===== config.mk =====
export PLATFORM = sky130hd
export DESIGN_NAME = tt_proj_mux_harness
export DESIGN_NICKNAME = d
export VERILOG_FILES = /design/src/rtl/tt_proj_mux_harness.sv
export SDC_FILE = /design/constraint.sdc
export NUM_CORES = 1
export LEC_CHECK = 0
export BUFFER_PORTS_ARGS = -buffer_cell sky130_fd_sc_hd__buf_2
export CORE_AREA = 2 2 215 217
export CTS_BUF_LIST = sky130_fd_sc_hd__clkbuf_16
export DETAILED_ROUTE_END_ITERATION = 6
export DIE_AREA = 0 0 217 219
export PLACE_DENSITY = 0.42
export SLEW_MARGIN = 5
export SYNTH_ARGS = -nofsm -noshare
export SYNTH_HDL_FRONTEND = slang
export SYNTH_SLANG_ARGS = --single-unit
export TNS_END_PERCENT = 50

===== constraint.sdc =====
create_clock -name clk -period 2 [get_ports clk]
set_clock_uncertainty 0.1 [all_clocks]
set_input_delay 0 -clock clk [delete_from_list [all_inputs] [get_ports clk]]
set_output_delay 0 -clock clk [all_outputs]
set_load 0.01 [all_outputs]

===== src/rtl/tt_proj_mux_harness.sv =====
// tt_proj_mux_harness
//   Multi-slot project harness. Exactly one of N_PROJ project slots is enabled at
//   a time. The harness registers that slot's packed {uio_oe,uio_out,uo_out} word
//   onto ow. A slot switch is requested through a ready/valid select port. Each
//   switch runs a reset gap (GAP_CYC cycles, all slots disabled, slot reset low).
//   It is followed by a settle window (SETTLE_CYC cycles, target enabled, ow held
//   at 0), and only then does the slot output become visible.
//
//   Optional feature macro: TT_HARNESS_ACTCNT_EN adds the act_cnt[15:0] output.
//   act_cnt counts the ACTIVE cycles on which ow changes value, saturating at
//   16'hFFFF, and is cleared on every entry to SETTLE.
//
// Ports
//   clk, rst_n   clock (also forwarded to slots externally), async active-low reset
//   sel_valid    select request valid
//   sel_ready    select request accepted when valid & ready (IDLE/ACTIVE)
//   sel_addr     requested slot index
//   ui_in        dedicated inputs; fanned out to every slot at the parent level
//   uio_in       bidir inputs; fanned out to every slot at the parent level
//   proj_ena     one-hot slot enable (zero when no slot is enabled)
//   proj_rst_n   slot reset, low in IDLE and SWITCH
//   proj_ow      slot k output word at [24k+23:24k]
//   ow           registered output word of the selected slot
//   cur_sel      index of the enabled slot (meaningful while active=1)
//   active       high in ACTIVE only
//   sel_err      sticky flag: an out-of-range select was accepted
//   act_cnt      (TT_HARNESS_ACTCNT_EN only) count of ow changes
module tt_proj_mux_harness #(
  parameter int N_PROJ     = 20,
  parameter int SEL_W      = $clog2(N_PROJ),
  parameter int GAP_CYC    = 2,
  parameter int SETTLE_CYC = 4
) (
  input  logic                  clk,
  input  logic                  rst_n,
  input  logic                  sel_valid,
  output logic                  sel_ready,
  input  logic [SEL_W-1:0]      sel_addr,
  input  logic [7:0]            ui_in,
  input  logic [7:0]            uio_in,
  output logic [N_PROJ-1:0]     proj_ena,
  output logic                  proj_rst_n,
  input  logic [24*N_PROJ-1:0]  proj_ow,
  output logic [23:0]           ow,
  output logic [SEL_W-1:0]      cur_sel,
  output logic                  active,
`ifdef TT_HARNESS_ACTCNT_EN
  output logic                  sel_err,
  output logic [15:0]           act_cnt
`else
  output logic                  sel_err
`endif
);

  localparam int MAX_CYC = (GAP_CYC > SETTLE_CYC) ? GAP_CYC : SETTLE_CYC;
  localparam int CNT_W   = $clog2(MAX_CYC + 1);
  localparam logic [CNT_W-1:0] GAP_LAST    = CNT_W'(GAP_CYC - 1);
  localparam logic [CNT_W-1:0] SETTLE_LAST = CNT_W'(SETTLE_CYC - 1);

  typedef enum logic [1:0] {
    S_IDLE,
    S_SWITCH,
    S_SETTLE,
    S_ACTIVE
  } state_t;

  state_t             r_state;
  state_t             w_state_nxt;
  logic [CNT_W-1:0]   r_cnt;
  logic [SEL_W-1:0]   r_target;
  logic [SEL_W-1:0]   r_cur_sel;
  logic [23:0]        r_ow;
  logic               r_sel_err;

  logic               w_accept;
  logic               w_in_range;
  logic               w_slot_on;
  logic               w_settle_entry;
  logic [23:0]        w_slice;
  logic [23:0]        w_ow_nxt;

  // The input buses reach the slots by direct wiring in the parent. They appear
  // here only so that the harness presents the complete TT pin set.
  logic               w_unused_bcast;
  assign w_unused_bcast = ^{ui_in, uio_in};

  assign sel_ready  = (r_state == S_IDLE) || (r_state == S_ACTIVE);
  assign active     = (r_state == S_ACTIVE);
  assign w_slot_on  = (r_state == S_SETTLE) || (r_state == S_ACTIVE);
  assign proj_rst_n = w_slot_on;
  assign w_accept   = sel_valid && sel_ready;
  assign w_in_range = 32'(sel_addr) < 32'(N_PROJ);
  assign w_settle_entry = (r_state == S_SWITCH) && (w_state_nxt == S_SETTLE);

  assign ow      = r_ow;
  assign cur_sel = r_cur_sel;
  assign sel_err = r_sel_err;

  always_ff @(posedge clk or negedge rst_n) begin
    if (!rst_n) r_state <= S_IDLE;
    else        r_state <= w_state_nxt;
  end

  always_comb begin
    w_state_nxt = r_state;
    case (r_state)
      S_IDLE:   if (w_accept) w_state_nxt = w_in_range ? S_SWITCH : S_IDLE;
      S_SWITCH: if (r_cnt == GAP_LAST) w_state_nxt = S_SETTLE;
      S_SETTLE: if (r_cnt == SETTLE_LAST) w_state_nxt = S_ACTIVE;
      S_ACTIVE: if (w_accept) w_state_nxt = w_in_range ? S_SWITCH : S_IDLE;
      default:  w_state_nxt = S_IDLE;
    endcase
  end

  // The enable is decoded from a single registered index, so it is one-hot or zero
  // by construction.
  always_comb begin
    proj_ena = '0;
    w_slice  = '0;
    for (int unsigned k = 0; k < N_PROJ; k++) begin
      proj_ena[k] = w_slot_on && (r_cur_sel == SEL_W'(k));
      if (r_cur_sel == SEL_W'(k)) w_slice = proj_ow[k*24 +: 24];
    end
  end

  // ow follows the slot only while ACTIVE. An accept in ACTIVE clears ow, whether
  // the request leads to SWITCH or to IDLE.
  always_comb begin
    w_ow_nxt = '0;
    if (r_state == S_ACTIVE && !w_accept) w_ow_nxt = w_slice;
  end

  always_ff @(posedge clk or negedge rst_n) begin
    if (!rst_n) begin
      r_cnt     <= '0;
      r_target  <= '0;
      r_cur_sel <= '0;
      r_ow      <= '0;
      r_sel_err <= 1'b0;
    end else begin
      r_ow <= w_ow_nxt;
      if (w_accept && !w_in_range) r_sel_err <= 1'b1;
      if (w_accept && w_in_range)  r_target  <= sel_addr;
      if (r_state != w_state_nxt)
        r_cnt <= '0;
      else if (r_state == S_SWITCH || r_state == S_SETTLE)
        r_cnt <= r_cnt + CNT_W'(1);
      if (w_settle_entry) r_cur_sel <= r_target;
    end
  end

`ifdef TT_HARNESS_ACTCNT_EN
  logic [15:0] r_act_cnt;

  always_ff @(posedge clk or negedge rst_n) begin
    if (!rst_n)
      r_act_cnt <= '0;
    else if (w_settle_entry)
      r_act_cnt <= '0;
    else if (r_state == S_ACTIVE && w_ow_nxt != r_ow && r_act_cnt != '1)
      r_act_cnt <= r_act_cnt + 16'd1;
  end

  assign act_cnt = r_act_cnt;
`endif

endmodule

==> results.yml <==
placed_design:
  preCtsSetupSlack_ns: -0.360
  dp.cells: 2120
  place_area_mm2: 0.0115
  portBuffers: 540
  place_congestion: 0.882
  dp_hpwl_um: 52100
setup_path:
  path_cells: "buf_4 -> nand2_4 -> buf_12 -> nor2_4 -> buf_6 -> buf_6 -> a221o_1 -> o221a_1 -> o31a_1"
  setup.worst_path.class: "reg -> reg"
  crit_family: "compound AO/OA/AOI/OAI gates"
  path_buf_inv: 4
  crit_path_top_delay_cell: "dfrtp_4"
  critPathLaunchType: "flop"
  r2r-start: "cur_sel[0]$_DFFE_PN0P_"
  ff2ff_setup_slack_ns: -0.17
  cp_data_required_time_ns: 2.13
  worst_setup_path_end_kind: "flop"
  crit_fanout: 7
  r2r_end: "ow[13]$_DFF_PN0_"
  reg2reg_depth: 9
  cp_data_arrival_time_ns: 2.29
  max_stage_delay_ns: 0.58
  critPathMostFrequentCell: "buf_6"
floorplanning:
  num_io_pins: 557
  die_y_um: 219
  die_w_um: 217
  rows: 78
  core_mm2: 0.0451
  start_util_pct: 14.7
  die_area_mm2: 0.0475
cts:
  cts.path.max_buffers: 2
  numCtsBuffers: 5
  cts_tree: "yes"
  cts-root-buf: "clkbuf_16"
  clkSinkCount: 40
  h-tree-depth: 2
  clk_latency_ns: 0.34
  path_clk_slew_ns: 0.08
grt:
  grt_max_degree: 30
  grt_use_total_pct: 25.0
  grt_overflow: 0
  antenna_found_initial: 19
  grt_pass1_wl_um: 83200
  grt_pass1_vias: 11268
timing:
  finalHoldViolCount: 2
  fin_tns_setup_ns: -3.07
  rsz0062_at_grt: "true"
  worstMarginPinSlew_ns: 0.629
  setup_violations: 37
  fin_crit_ns: 2.17
  fin_crit_sh_pct: 108
  holdWs_ns: -0.0240
  slew_headroom_pct: 58.1
  layout_setup_ws_ns: -0.169
  fmax_ghz: 0.461
  slew_violations: 0
finish:
  final_cells: 2293
  final_core_util_pct: 32.8
  fin_area_mm2: 0.0148
  layout-drive-gt1-share_pct: 63.1
  final_nets: 2190
  area_delta_synth_final_pct: 123
synth:
  synthFlopType: "dfrtp_1"
  synth_top_area_share_pct: 15.1
  syn_nets: 1370
  ys_warn_count: 0
  yosysSeqAreaShare_pct: 15.1
  avgSynthCellArea_um2: 7.72
  synth.largest_area_cell: "dfrtp_1"
  ys_ff_latch: 40
  netlist_instances: 860
  synthTopCellsByArea: "dfrtp_1, mux2i_1, a21oi_1"
  synth_area_mm2: 0.00664
  async_reset_ff_share_pct: 100
  synth_edf_count: 0
  ys_types: 82
power:
  netSwitchingPower_mw: 9.80
  cellLeakagePower_nw: 6.82
  clkPwrFrac_pct: 5.8
  p_int_mw: 10.1
  powerDensity_mw_per_mm2: 1340
  power_mw: 19.9
  p_comb_share_pct: 87.6
  pwr-share-seq_pct: 6.6
  swShare_pct: 49.4
  vdd.ir_drop.worst_v: 0.000502
detailed_routing:
  drc: 0
  detail_route.iter0.violations: 796
  ant_nets: 0
  viasPerCell: 4.80
  wl_per_cell_um: 27.2
  wl_um: 62400
  vias: 11010
  firstDrtPassIters: 5
run:
  max_cap_violations: 0
status:
  violations: "negative hold slack, negative setup slack"
  outcome: "complete, but fails checks"
worst_hold_path:
  min-delay-start: "proj_ow[345]"
  min_path_cells: 4
  whs_endpoint: "ow[9]$_DFF_PN0_"
  hold_path_class: "in -> reg"
## Yosys cell counts, types with 5 or more instances
master / count
o21a_1: 8
mux4_2: 10
a2111oi_0: 8
a32oi_1: 12
or3_1: 6
a22o_1: 9
nor2_1: 73
nor2b_1: 19
nor3_1: 21
buf_4: 15
o22ai_1: 26
a21oi_1: 68
o221ai_1: 5
nand3b_1: 8
mux2_1: 8
dfrtp_1: 40
mux2_2: 25
buf_6: 5
or3b_1: 6
a21boi_0: 6
mux2i_1: 58
a22oi_1: 26
nand2b_1: 15
o32a_1: 5
nand2_1: 56
a31oi_1: 12
o2bb2ai_1: 11
a221oi_1: 17
a211oi_1: 8
ha_1: 6
inv_1: 13
o21ai_1: 22
buf_2: 47
a221o_1: 10
clkbuf_1: 15
a21o_1: 10
o21ai_0: 30
nand3_1: 32
## tightest hold or removal path: stages
cell	delay (ns)
buf_2	0.09
a22oi_2	0.07
nand3_2	0.09
o31a_1	0.13
## worst max-delay path by stage
stage                            from               end  slack, ns  cells after the start
5_1_grt        cur_sel[1]$_DFFE_PN0P_   ow[2]$_DFF_PN0_      -0.22                      8
2_1_floorplan  cur_sel[1]$_DFFE_PN0P_   ow[5]$_DFF_PN0_      -0.03                      7
3_3_place_gp   cur_sel[1]$_DFFE_PN0P_   ow[6]$_DFF_PN0_      -0.30                      9
4_1_cts        cur_sel[1]$_DFFE_PN0P_  ow[13]$_DFF_PN0_      -0.20                     10
6_report       cur_sel[0]$_DFFE_PN0P_  ow[13]$_DFF_PN0_      -0.17                      9
3_5_place_dp   cur_sel[1]$_DFFE_PN0P_   ow[6]$_DFF_PN0_      -0.36                      9
## layout by cell type (no fill, tap or decap), types with 12 or more instances in the layout
master / count
o21ai_0: 25
nor2_1: 52
buf_8: 12
nand2_1: 41
nand3_1: 30
nor2_2: 12
o21ai_1: 20
buf_6: 66
buf_12: 36
inv_1: 13
nor2_4: 14
buf_2: 528
a22oi_2: 12
dfrtp_1: 35
o22ai_1: 20
diode_2: 12
mux2_2: 26
a22oi_1: 14
buf_4: 168
a21oi_1: 54
nor2b_1: 14
dlygate4sd3_1: 81
mux2i_1: 50
a221oi_2: 13
## power by group through the flow
stage	logic, mW	clock network [mW]	registers (mW)
floorplan	6.27	0	1.26
global placement	12.9	0	1.29
detailed placement	12.9	0	1.30
CTS	15.7	1.19	1.31
global route	18.3	1.19	1.34
finish	17.4	1.14	1.31
## layout make-up
type | count | area, µm²
timing repair buffer | 898 | 6550
sequential | 40 | 1010
clock inverter | 3 | 46.3
clock buffer | 5 | 125
fill | 4946 | 30300
tap | 600 | 751
inverter | 14 | 55.1
antenna | 12 | 30.0
multi-input combinational | 721 | 6220
## registers in the layout, indices dropped and copies added, names as in the netlist
signal and cells:
ow 24, r_target 5, r_cnt 3, cur_sel 5, sel_err 1, r_state 2
## repair_timing
action                     CTS  global route
pin swaps                   63            77
setup endpoints to repair   47            46
hold buffers                78             3
cloned                       2             3
hold endpoints to repair    48             1
buffers inserted            43            26
gates resized for setup    215           147
## metal layers
| layer | vias up | global-route usage (%) | part of all wire [%] |
|---|---|---|---|
| li1 | 5031 | - | - |
| met1 | 5327 | 30.5 | 41 |
| met2 | 541 | 42.3 | 48 |
| met3 | 97 | 6.24 | 7.0 |
| met4 | 14 | 9.27 | 3.3 |
| met5 | - | 0 | 0.14 |
## kinds of logic after synthesis
kind of cell | after synthesis | synth area share (%)
simple gates | 274 | 21.7
flops | 40 | 15.1
mux | 101 | 17.7
fa+ha+maj | 6 | 1.13
xor+xnor | 1 | 0.132
compound gates | 339 | 36.3
buf+inv | 99 | 7.90
No activity file was read; power rests on OpenSTA's default activity.
